--- src/rtl/pc_pkg.sv ---
// pc_pkg: next-PC source encoding and default sequencer constants
package pc_pkg;
    typedef enum logic [2:0] {
        PC_SRC_HOLD,
        PC_SRC_SEQ,
        PC_SRC_REDIR,
        PC_SRC_PEND,
        PC_SRC_EXC
    } pc_src_t;
    localparam int          PC_ADDR_W    = 32;
    localparam logic [31:0] PC_RESET_VEC = 32'h0000_0000;
    localparam logic [31:0] PC_EXC_VEC   = 32'h0000_0180;
    localparam int          PC_INC       = 4;
endpackage

--- src/rtl/pc_pend_buf.sv ---
// pc_pend_buf: one-entry buffer holding a redirect target that arrived during a stall
module pc_pend_buf #(
    parameter int ADDR_W = 32
) (
    input  logic              clk,
    input  logic              reset,
    input  logic              capture,
    input  logic              clear,
    input  logic [ADDR_W-1:0] din,
    output logic              valid,
    output logic [ADDR_W-1:0] target
);
    always_ff @(posedge clk or posedge reset)
        if (reset) begin
            valid  <= 1'b0;
            target <= '0;
        end else if (capture) begin
            valid  <= 1'b1;
            target <= din;
        end else if (clear)
            valid <= 1'b0;
endmodule

--- src/rtl/pc_seq_unit.sv ---
// pc_seq_unit: fetch PC sequencer with redirect/exception priority and stall-held redirect buffer.
// Define PC_ALIGN_CHECK_EN to replace misaligned targets with the exception vector.
module pc_seq_unit
    import pc_pkg::*;
#(
    parameter int                ADDR_W    = PC_ADDR_W,
    parameter logic [ADDR_W-1:0] RESET_VEC = ADDR_W'(PC_RESET_VEC),
    parameter logic [31:0]       EXC_VEC   = PC_EXC_VEC,
    parameter int                INC       = PC_INC
) (
    input  logic              clk,
    input  logic              reset,
    input  logic              stall,
    input  logic              redirect_valid,
    input  logic [ADDR_W-1:0] redirect_target,
    input  logic              exc_valid,
    output logic [ADDR_W-1:0] fetch_pc,
    output logic              pc_valid,
    output logic              pc_redir,
    output logic              pend_valid,
    output logic              misalign
);
    localparam logic [ADDR_W-1:0] EXC_PC = ADDR_W'(EXC_VEC);
    pc_src_t           src;
    logic [ADDR_W-1:0] pend_target, tgt, next_pc;
    logic              bad, load;
    always_comb begin
        src = exc_valid                   ? PC_SRC_EXC   :
              redirect_valid && !stall    ? PC_SRC_REDIR :
              redirect_valid              ? PC_SRC_HOLD  :
              !stall && pend_valid        ? PC_SRC_PEND  :
              !stall                      ? PC_SRC_SEQ   : PC_SRC_HOLD;
        tgt     = src == PC_SRC_PEND ? pend_target : redirect_target;
        load    = src == PC_SRC_REDIR || src == PC_SRC_PEND;
        next_pc = src == PC_SRC_EXC || bad ? EXC_PC :
                  load                     ? tgt :
                  src == PC_SRC_SEQ        ? fetch_pc + ADDR_W'(INC) : fetch_pc;
    end
`ifdef PC_ALIGN_CHECK_EN
    localparam logic [ADDR_W-1:0] AMASK = ADDR_W'((1 << $clog2(INC)) - 1);
    assign bad = load && |(tgt & AMASK);
    always_ff @(posedge clk or posedge reset)
        if (reset) misalign <= 1'b0;
        else misalign <= bad;
`else
    assign bad      = 1'b0;
    assign misalign = 1'b0;
`endif
    pc_pend_buf #(.ADDR_W(ADDR_W)) u_pend (
        .clk     (clk),
        .reset   (reset),
        .capture (redirect_valid && stall && !exc_valid),
        .clear   (src == PC_SRC_EXC || load),
        .din     (redirect_target),
        .valid   (pend_valid),
        .target  (pend_target)
    );
    always_ff @(posedge clk or posedge reset)
        if (reset) begin
            fetch_pc <= RESET_VEC;
            pc_valid <= 1'b0;
            pc_redir <= 1'b0;
        end else begin
            fetch_pc <= next_pc;
            pc_valid <= 1'b1;
            pc_redir <= src == PC_SRC_EXC || load;
        end
endmodule

--- config.mk ---
export PLATFORM = sky130hd
export DESIGN_NAME = pc_seq_unit
export DESIGN_NICKNAME = d
export VERILOG_FILES = /design/src/rtl/pc_pkg.sv /design/src/rtl/pc_pend_buf.sv /design/src/rtl/pc_seq_unit.sv
export SDC_FILE = /design/constraint.sdc
export NUM_CORES = 1
export LEC_CHECK = 0
export CORE_MARGIN = 4
export CORE_UTILIZATION = 25
export DETAILED_ROUTE_END_ITERATION = 12
export GPL_ROUTABILITY_DRIVEN = 0
export GPL_TIMING_DRIVEN = 0
export SYNTH_ARGS = -nofsm -noshare
export SYNTH_HDL_FRONTEND = slang
export SYNTH_SLANG_ARGS = --single-unit
--- constraint.sdc ---
create_clock -name clk -period 3.92 [get_ports clk]
set_input_delay 0.392 -clock clk [delete_from_list [all_inputs] [get_ports clk]]
set_output_delay 0.392 -clock clk [all_outputs]
set_load 0.01 [all_outputs]
# After elaboration in Yosys (flattened, before gate mapping)
# Index checks and enable logic that the tools add are counted.
[word_totals]
in_bits = 37
regBits = 67
[op_classes]
n_addsub = 1
n_eq_ne = 4
muxes = 11
n_reduce_logical = 10
[op_table]
columns = ["op", "count"]
rows = [
  ["32-bit 2-to-1 mux", 4],
  ["32-bit by 3-bit adder with 32-bit output, second input constant", 1],
  ["3-bit by 2-bit equality test with 1-bit output, second input constant", 2],
  ["2-bit 2-to-1 mux", 3],
  ["1-bit logical AND", 4],
  ["3-bit by 1-bit equality test with 1-bit output, second input constant", 1],
  ["3-bit equality test, second input constant", 1],
  ["1-bit 2-to-1 mux", 3],
  ["3-bit 2-to-1 mux", 1],
  ["3-bit nonzero test", 1],
  ["1-bit logical NOT", 2],
  ["1-bit logical OR", 2],
  ["2-bit nonzero test", 1],
]

# Logic depth before layout (Yosys ltp)
# Gate-level depths: netlist of the first run.
[logic_depth]
word_depth = 11
mapped_depth = 7
ltp_nobuf = 6

# Hierarchy
# A second synthesis of the first run with hierarchy kept.
[hier_totals]
hier_cells = 373
hier_area_um2 = 3952.5
[modules_own_cells]
columns = ["mod", "cells_each", "area_per_inst_um2", "instances", "seq_area_each_um2"]
rows = [
  ["pc_seq_unit", 301, 2571.2, 1, 850.8],
  ["pc_pend_buf", 72, 1381.3, 1, 825.8],
]

# Worst setup path after synthesis of the first run
# OpenSTA, ideal clock, no wires.
[synth_path]
path_type = "reg-to-reg"
startpoint = "reg fetch_pc[2]"
endpoint = "reg fetch_pc[28]"
path_buffers = 0
setup_ns = 0.126
stages_incl_launch_ff = 7
t_arrival_ns = 2.105
slack_ns = 1.689
synth_period_minus_slack_ns = 2.231
path_cell_list = "dfrtp_1 > ha_1 > nand3_2 > or4_4 > nor4_2 > xor2_1 > a221o_1"
[synth_via]
elab_chain_cells = 4
[synth_lines]
columns = ["element", "line_no", "source"]
rows = [
  ["start, declared", "pc_seq_unit.sv:17", "output logic [ADDR_W-1:0] fetch_pc,"],
  ["start signal, assigned", "pc_seq_unit.sv:64", "fetch_pc <= next_pc;"],
  ["32-bit by 3-bit adder with 32-bit output", "pc_seq_unit.sv:37", "src == PC_SRC_SEQ ? fetch_pc + ADDR_W'(INC) : fetch_pc;"],
  ["32-bit 2-to-1 mux", "pc_seq_unit.sv:37", ""],
  ["32-bit 2-to-1 mux", "pc_seq_unit.sv:36", "load ? tgt :"],
  ["32-bit 2-to-1 mux", "pc_seq_unit.sv:35", "next_pc = src == PC_SRC_EXC || bad ? EXC_PC :"],
]
# No other way between the ends. The select of a mux whose other input is x is not followed.
# A chain may end at the register's enable or synchronous reset.

# Final worst setup path of the first run
[layout_path]
startpoint = "in redirect_valid"
endpoint = "reg fetch_pc[30]"
[layout_via]
elab_chain_cells = 7
word_cells_on_any_way = 13
[layout_lines]
columns = ["element", "line_no", "source"]
rows = [
  ["start, declared", "pc_seq_unit.sv:14", "input logic redirect_valid,"],
  ["2-bit 2-to-1 mux or 1-bit logical AND (tied branches)", "pc_seq_unit.sv:30, pc_seq_unit.sv:29", ""],
  ["2-bit 2-to-1 mux *", "pc_seq_unit.sv:29", "redirect_valid && !stall ? PC_SRC_REDIR :"],
  ["3-bit 2-to-1 mux *", "pc_seq_unit.sv:28", "src = exc_valid ? PC_SRC_EXC :"],
  ["3-bit by 2-bit equality test with 1-bit output (on tied branches)", "pc_seq_unit.sv:33, pc_seq_unit.sv:34", ""],
  ["32-bit 2-to-1 mux or 1-bit logical OR (tied branches)", "pc_seq_unit.sv:33, pc_seq_unit.sv:34", ""],
  ["32-bit 2-to-1 mux", "pc_seq_unit.sv:36", ""],
  ["32-bit 2-to-1 mux", "pc_seq_unit.sv:35", ""],
]
# Every way passes the cells marked *; elsewhere a longest branch is shown, timed or not.

==> qor.yml, run 1 <==
cts:
  clock-sinks: 67
  cts.htree.levels: 3
  clockBufferDepth: 2
  hold_buffers: 0
  cts_tree: "yes"
  post_cts_resized: 0
  root_buffer: "clkbuf_16"
  post_cts_buffers: 0
  cts.clk_slew.worst_paths_ns: 0.06
  cts-buffers-inserted: 9
  clk-insertion-delay-late_ns: 0.32
power:
  swShare_pct: 25.2
  pwr-share-comb_pct: 14.9
  seqPwrFrac_pct: 44.7
  p_leak_nw: 1.83
  p_clk_share_pct: 40.3
  intPower_w: 0.00138
  powerDensity_nw_per_um2: 378
  ir_drop_v: 0.000149
  total_switching_power_w: 0.000464
placed_design:
  dpl.cell_count: 627
  hpwl_um: 8270
  portBuffers: 69
layout:
  drive_above_1_share_pct: 14.8
  diodes: 0
  layout.nets: 492
  n_fill_cell: 1478
  layout.cells.non_filler: 643
  syn_to_final_growth_pct: 32.5
route:
  vias: 3297
  detail_route.first_pass.iterations: 5
  drt_wl_total_um: 11300
  via_per_inst: 5.13
  ant_nets: 0
  wl_per_cell_um: 17.6
  drtIter0Drc: 192
  drc: 0
sta:
  timing.final.crit_share_pct: 67.8
  clock_skew_ns: 0.00507
  slew-limit-headroom_pct: 44.2
  finalMaxSlewViolations: 0
  min_period_ns: 2.66
  finalSetupTns_ns: 0
  rsz0062_at_grt: "false"
  worst_slew_pin_slew_ns: 0.837
  finalSetupViolations: 0
  hold_viol: 0
  timing.hold.ws_ns: 0.452
  max_freq_mhz: 376
synth:
  syn_inst: 374
  syn-num-nets: 412
  netlist.area_leader.share_pct: 45.5
  yosysMostFrequentCell: "dfrtp_1"
  synth_seq_area_share_pct: 45.5
  syn_area_um2: 3680
  ys_seq_elements: 67
  synth_commonest_cells: "67 x dfrtp_1, 36 x o21ai_0, 31 x mux2_2"
  synth_cell_type_count: 55
  ys_top_cells_by_area: "dfrtp_1 46%, mux2_2 9.5%, o21ai_0 4.9%"
  postSynth.asyncResetShare_pct: 100
  yosys.area.top_type: "dfrtp_1"
  syn_area_per_cell_um2: 9.84
  synth_edf_count: 0
  synth_flop_cell: "dfrtp_1"
  synth_warnings: 0
global_route:
  grt_pass1_wl_um: 18500
  grt_pass1_vias: 3590
  grt_use_total_pct: 14.0
  grt_max_degree: 68
  antenna_found_initial: 0
  grt_overflow: 0
floorplanning:
  rows: 44
  dieArea_um2: 16700
  die_w_um: 129
  die_y_um: 129
  start_util_pct: 25.4
  core-area_um2: 14500
  ioPinCount: 73
worst_setup_path:
  endpoint_kind: "flip-flop"
  cp.required_ns: 4.13
  cp-start-kind: "input port"
  arrival_ns: 2.87
  crit_fanout: 10
  worstSetupPathType: "input port to flip-flop"
outcome:
  outcome: "complete, no violations"
worst_hold_path:
  hold_path_class: "input port to flip-flop"
flow_run:
  cap_violations: 0
==> registers in the layout, indices dropped and copies added (netlist names) <==
register and flops:
fetch_pc 32, u_pend.target 32, pc_redir 1, pc_valid 1, u_pend.valid 1
==> placed cells by master (no fill, tap or decap), types with 3 or more instances in the layout <==
cell type and count:
a21o_1 3, nor2b_1 3, clkbuf_16 9, nand4_1 7, xnor2_1 3, mux2i_1 5
clkdlybuf4s50_1 69, o22ai_1 5, nor3_1 10, buf_4 3, a31oi_1 3, nor3b_1 3
a221oi_1 3, o221ai_1 13, nand2b_1 5, nand3_1 7, nor2_1 30, nor4_1 7
o21ai_0 36, dfrtp_1 67, inv_1 14, nand2_1 23, mux2_2 31, o2bb2ai_1 8
a21oi_1 22, clkbuf_1 16
==> stage by stage <==
| stage | utilization (%) | setup slack (ns) | instance area (um^2) | power (W) |
|---|---|---|---|---|
| after floorplan | - | 1.69 | 3680 | 0.000983 |
| after global routing | 33.7 | 1.03 | 4880 | 0.00192 |
| after detailed placement | 31.8 | 0.931 | 4600 | 0.00111 |
| after global placement | 31.8 | 0.572 | 4600 | 0.00110 |
| final | 33.7 | 1.26 | 4880 | 0.00184 |
| after CTS | 33.7 | 1.29 | 4880 | 0.00186 |
==> final timing paths <==
| path | startpoint | end | slack (ns) | cells after the start |
|---|---|---|---|---|
| max | redirect_valid | fetch_pc[30] | 1.26 | 7 |
| max reg2reg | fetch_pc[2] | fetch_pc[28] | 1.49 | 6 |
| max in group asynchronous | reset | u_pend.target[19] | 2.78 | 2 |
| min in group asynchronous | reset | pc_valid | 0.59 | 2 |
| min reg2reg | u_pend.target[2] | u_pend.target[2] | 0.50 | 2 |
| min | stall | fetch_pc[2] | 0.45 | 3 |
==> critical path, stage by stage <==
cell             delay, ns
clkdlybuf4s50_1       0.49
clkbuf_1              0.28
o21ai_1               0.71
clkbuf_1              0.53
nor2_1                0.18
a21oi_1               0.18
o31ai_2               0.09
==> cell families (layout without fill, tap and decap cells) <==
kind of cell	Yosys count	after routing	share of synthesized area (%)
adders and majority gates	1	1	0.340
DFF	67	67	45.5
and+or+nand+nor	112	112	16.7
AOI/OAI and AO/OA	114	114	20.7
xor gates and xnor gates	5	5	1.19
muxes	36	36	10.8
buffers and inverters	37	122	4.55
other	2	2	0.204
==> cell type report <==
class                           instances  area [um^2]  share of cell area, %
Buffer                                 22          111                   2.28
Clock buffer                           14          264                   5.41
Timing Repair Buffer                   69          691                   14.2
Inverter                               15         58.8                   1.21
Tap cell                              184          230                   4.72
Sequential cell                        67         1680                   34.4
Clock inverter                          2         10.0                  0.205
Multi-Input combinational cell        270         1840                   37.7
==> metal layers <==
| metal | global-route usage [%] | vias up | part of all wire [%] |
|---|---|---|---|
| li1 | - | 1558 | - |
| met1 | 16.7 | 1614 | 42 |
| met2 | 24.0 | 109 | 50 |
| met3 | 4.16 | 16 | 6.1 |
| met4 | 5.13 | 0 | 2.1 |
| met5 | 0 | - | 0 |
==> power groups by stage <==
| stage | sequential (W) | combinational (W) | clock (W) |
|---|---|---|---|
| final | 0.000824 | 0.000275 | 0.000743 |
| after global routing | 0.000833 | 0.000305 | 0.000785 |
| after CTS | 0.000823 | 0.000278 | 0.000761 |
| after detailed placement | 0.000835 | 0.000277 | 0 |
| after global placement | 0.000829 | 0.000271 | 0 |
| after floorplan | 0.000828 | 0.000156 | 0 |
Power figures use the tool's default switching activity.
==> run 2, diff against run 1 <==
==> constraint.sdc (replaced) <==
create_clock -name clk -period 2.15 [get_ports clk]
set_input_delay 0.215 -clock clk [delete_from_list [all_inputs] [get_ports clk]]
set_output_delay 0.215 -clock clk [all_outputs]
set_load 0.01 [all_outputs]
==> qor.yml, run 2 (same netlist as run 1, synthesis figures left out) <==
global_route:
  grt_max_degree: 68
  grt_overflow: 0
  grt_pass1_vias: 3436
  antenna_found_initial: 0
  grt_pass1_wl_um: 18400
  grt_use_total_pct: 14.2
route:
  detail_route.first_pass.iterations: 4
  vias: 3319
  via_per_inst: 5.16
  drtIter0Drc: 151
  ant_nets: 0
  wl_per_cell_um: 17.6
  drt_wl_total_um: 11300
  drc: 0
cts:
  hold_buffers: 0
  root_buffer: "clkbuf_16"
  clk-insertion-delay-late_ns: 0.34
  cts.clk_slew.worst_paths_ns: 0.05
  cts_tree: "yes"
  cts-buffers-inserted: 9
  clockBufferDepth: 2
  cts.htree.levels: 3
  clock-sinks: 67
sta:
  timing.final.crit_share_pct: 100
  finalSetupTns_ns: -0.00857
  finalMaxSlewViolations: 0
  hold_viol: 0
  finalSetupViolations: 1
  worst_slew_pin_slew_ns: 0.848
  fin_ws_ns: -0.00857
  min_period_ns: 2.16
  rsz0062_at_grt: "true"
  clock_skew_ns: 0.00770
  max_freq_mhz: 463
  slew-limit-headroom_pct: 43.4
floorplanning:
  die_w_um: 129
  start_util_pct: 25.4
  die_y_um: 129
  ioPinCount: 73
  rows: 44
  core-area_um2: 14500
  dieArea_um2: 16700
power:
  total_switching_power_w: 0.000857
  swShare_pct: 25.2
  pwr-share-comb_pct: 14.8
  p_total_w: 0.00339
  powerDensity_nw_per_um2: 686
  seqPwrFrac_pct: 44.3
  p_leak_nw: 1.87
  intPower_w: 0.00254
  p_clk_share_pct: 40.9
  ir_drop_v: 0.000342
layout:
  layout.cells.non_filler: 643
  multi_input_area_um2: 1880
  final_common_cell: "clkdlybuf4s50_1"
  layout.nets: 493
  design_area_um2: 4950
  n_fill_cell: 1488
  regArea_um2: 1680
  final_cell_mix: "69 x clkdlybuf4s50_1, 64 x dfrtp_1, 36 x o21ai_0"
  top_regs: "fetch_pc x32, u_pend.target x32"
  syn_to_final_growth_pct: 34.5
  drive_above_1_share_pct: 17.9
  diodes: 0
worst_setup_path:
  endpoint_kind: "flip-flop"
  cp_cell_sequence: "ha_4 -> nand3_2 -> or4_4 -> nor4_4 -> xor2_1 -> a221o_1"
  worstSetupPathType: "flip-flop to flip-flop"
  cp-start-kind: "flip-flop"
  worst_path_max_delay_cell: "or4_4"
  arrival_ns: 2.38
  slowest_delay_ns: 0.51
  timing.reg2reg.worst_path_depth: 6
  cp.required_ns: 2.37
  crit_fanout: 7
worst_hold_path:
  holdPathStages: 3
  hold_path_class: "input port to flip-flop"
outcome:
  outcome: "complete, but fails checks"
  violations: "setup timing"
flow_run:
  cap_violations: 0
placed_design:
  post_dp_cell_area_um2: 4620
  post-place-ws_ns: -0.619
  hpwl_um: 8350
  portBuffers: 69
  dpl.cell_count: 627
-- run 2: cell count changes in the layout (fill, tap and decap cells not counted), moves of 2 or more --
cell      previous run  this run
clkbuf_1            16        11
clkbuf_2             0         3
dfrtp_1             67        64
dfrtp_2              0         3
buf_4                3         5
-- run 2: area by class of cell --
| cell class | count | share of cell area [%] |
|---|---|---|
| multi-input combinational | 270 | 38.1 |
| clock inverter | 2 | 0.202 |
| sequential | 67 | 33.9 |
| clock buffer | 13 | 5.46 |
| timing repair buffer | 71 | 14.3 |
| tap | 184 | 4.65 |
| inverter | 15 | 1.19 |
| buffer | 21 | 2.25 |
-- run 2: path summary, 6_finish.rpt --
path | from | endpoint | slack, ns
worst max-delay path | fetch_pc[2] | fetch_pc[28] | -0.009
worst min-delay path | stall | fetch_pc[2] | 0.30
worst max register to register | fetch_pc[2] | fetch_pc[28] | -0.009
max in group asynchronous | reset | fetch_pc[5] | 1.14
worst min register to register | u_pend.target[2] | u_pend.target[2] | 0.49
min in group asynchronous | reset | u_pend.target[1] | 0.39
-- run 2: per-layer routing --
layer	track usage [%]	up-vias	share of wire, %
met5	0	-	0
met4	5.93	0	2.6
met3	3.67	21	5.2
met2	23.1	90	48
met1	18.0	1645	44
li1	-	1563	-
-- run 2: critical path: cells and delay by family, from the launching register on --
kind | cells | cell delay, ns
fa+ha+maj | 1 | 0.19
simple gates | 3 | 0.99
compound gates | 1 | 0.32
flops | 1 | 0.43
xor+xnor | 1 | 0.10
-- run 2: power groups by stage --
| stage | registers (W) | clock network, W | logic (W) |
|---|---|---|---|
| global route | 0.00152 | 0.00147 | 0.000556 |
| detailed placement | 0.00152 | 0 | 0.000506 |
| global placement | 0.00151 | 0 | 0.000495 |
| CTS | 0.00150 | 0.00143 | 0.000509 |
| finish | 0.00150 | 0.00139 | 0.000504 |
| floorplan | 0.00151 | 0 | 0.000285 |
-- run 2: timing repair --
action,in CTS,in global routing
hold endpoints to repair,0,0
buffers inserted,2,0
endpoints found under the setup margin,11,10
pin swaps,1,0
gates resized for setup,6,4
-- run 2: stage by stage --
stage | hold slack [ns] | util (%)
6_report | 0.295 | 34.2
5_1_grt | 0.314 | 34.2
4_1_cts | 0.253 | 34.1
3_5_place_dp | 0.476 | 31.9
3_3_place_gp | 0.468 | 31.9
2_1_floorplan | 0.366 | -
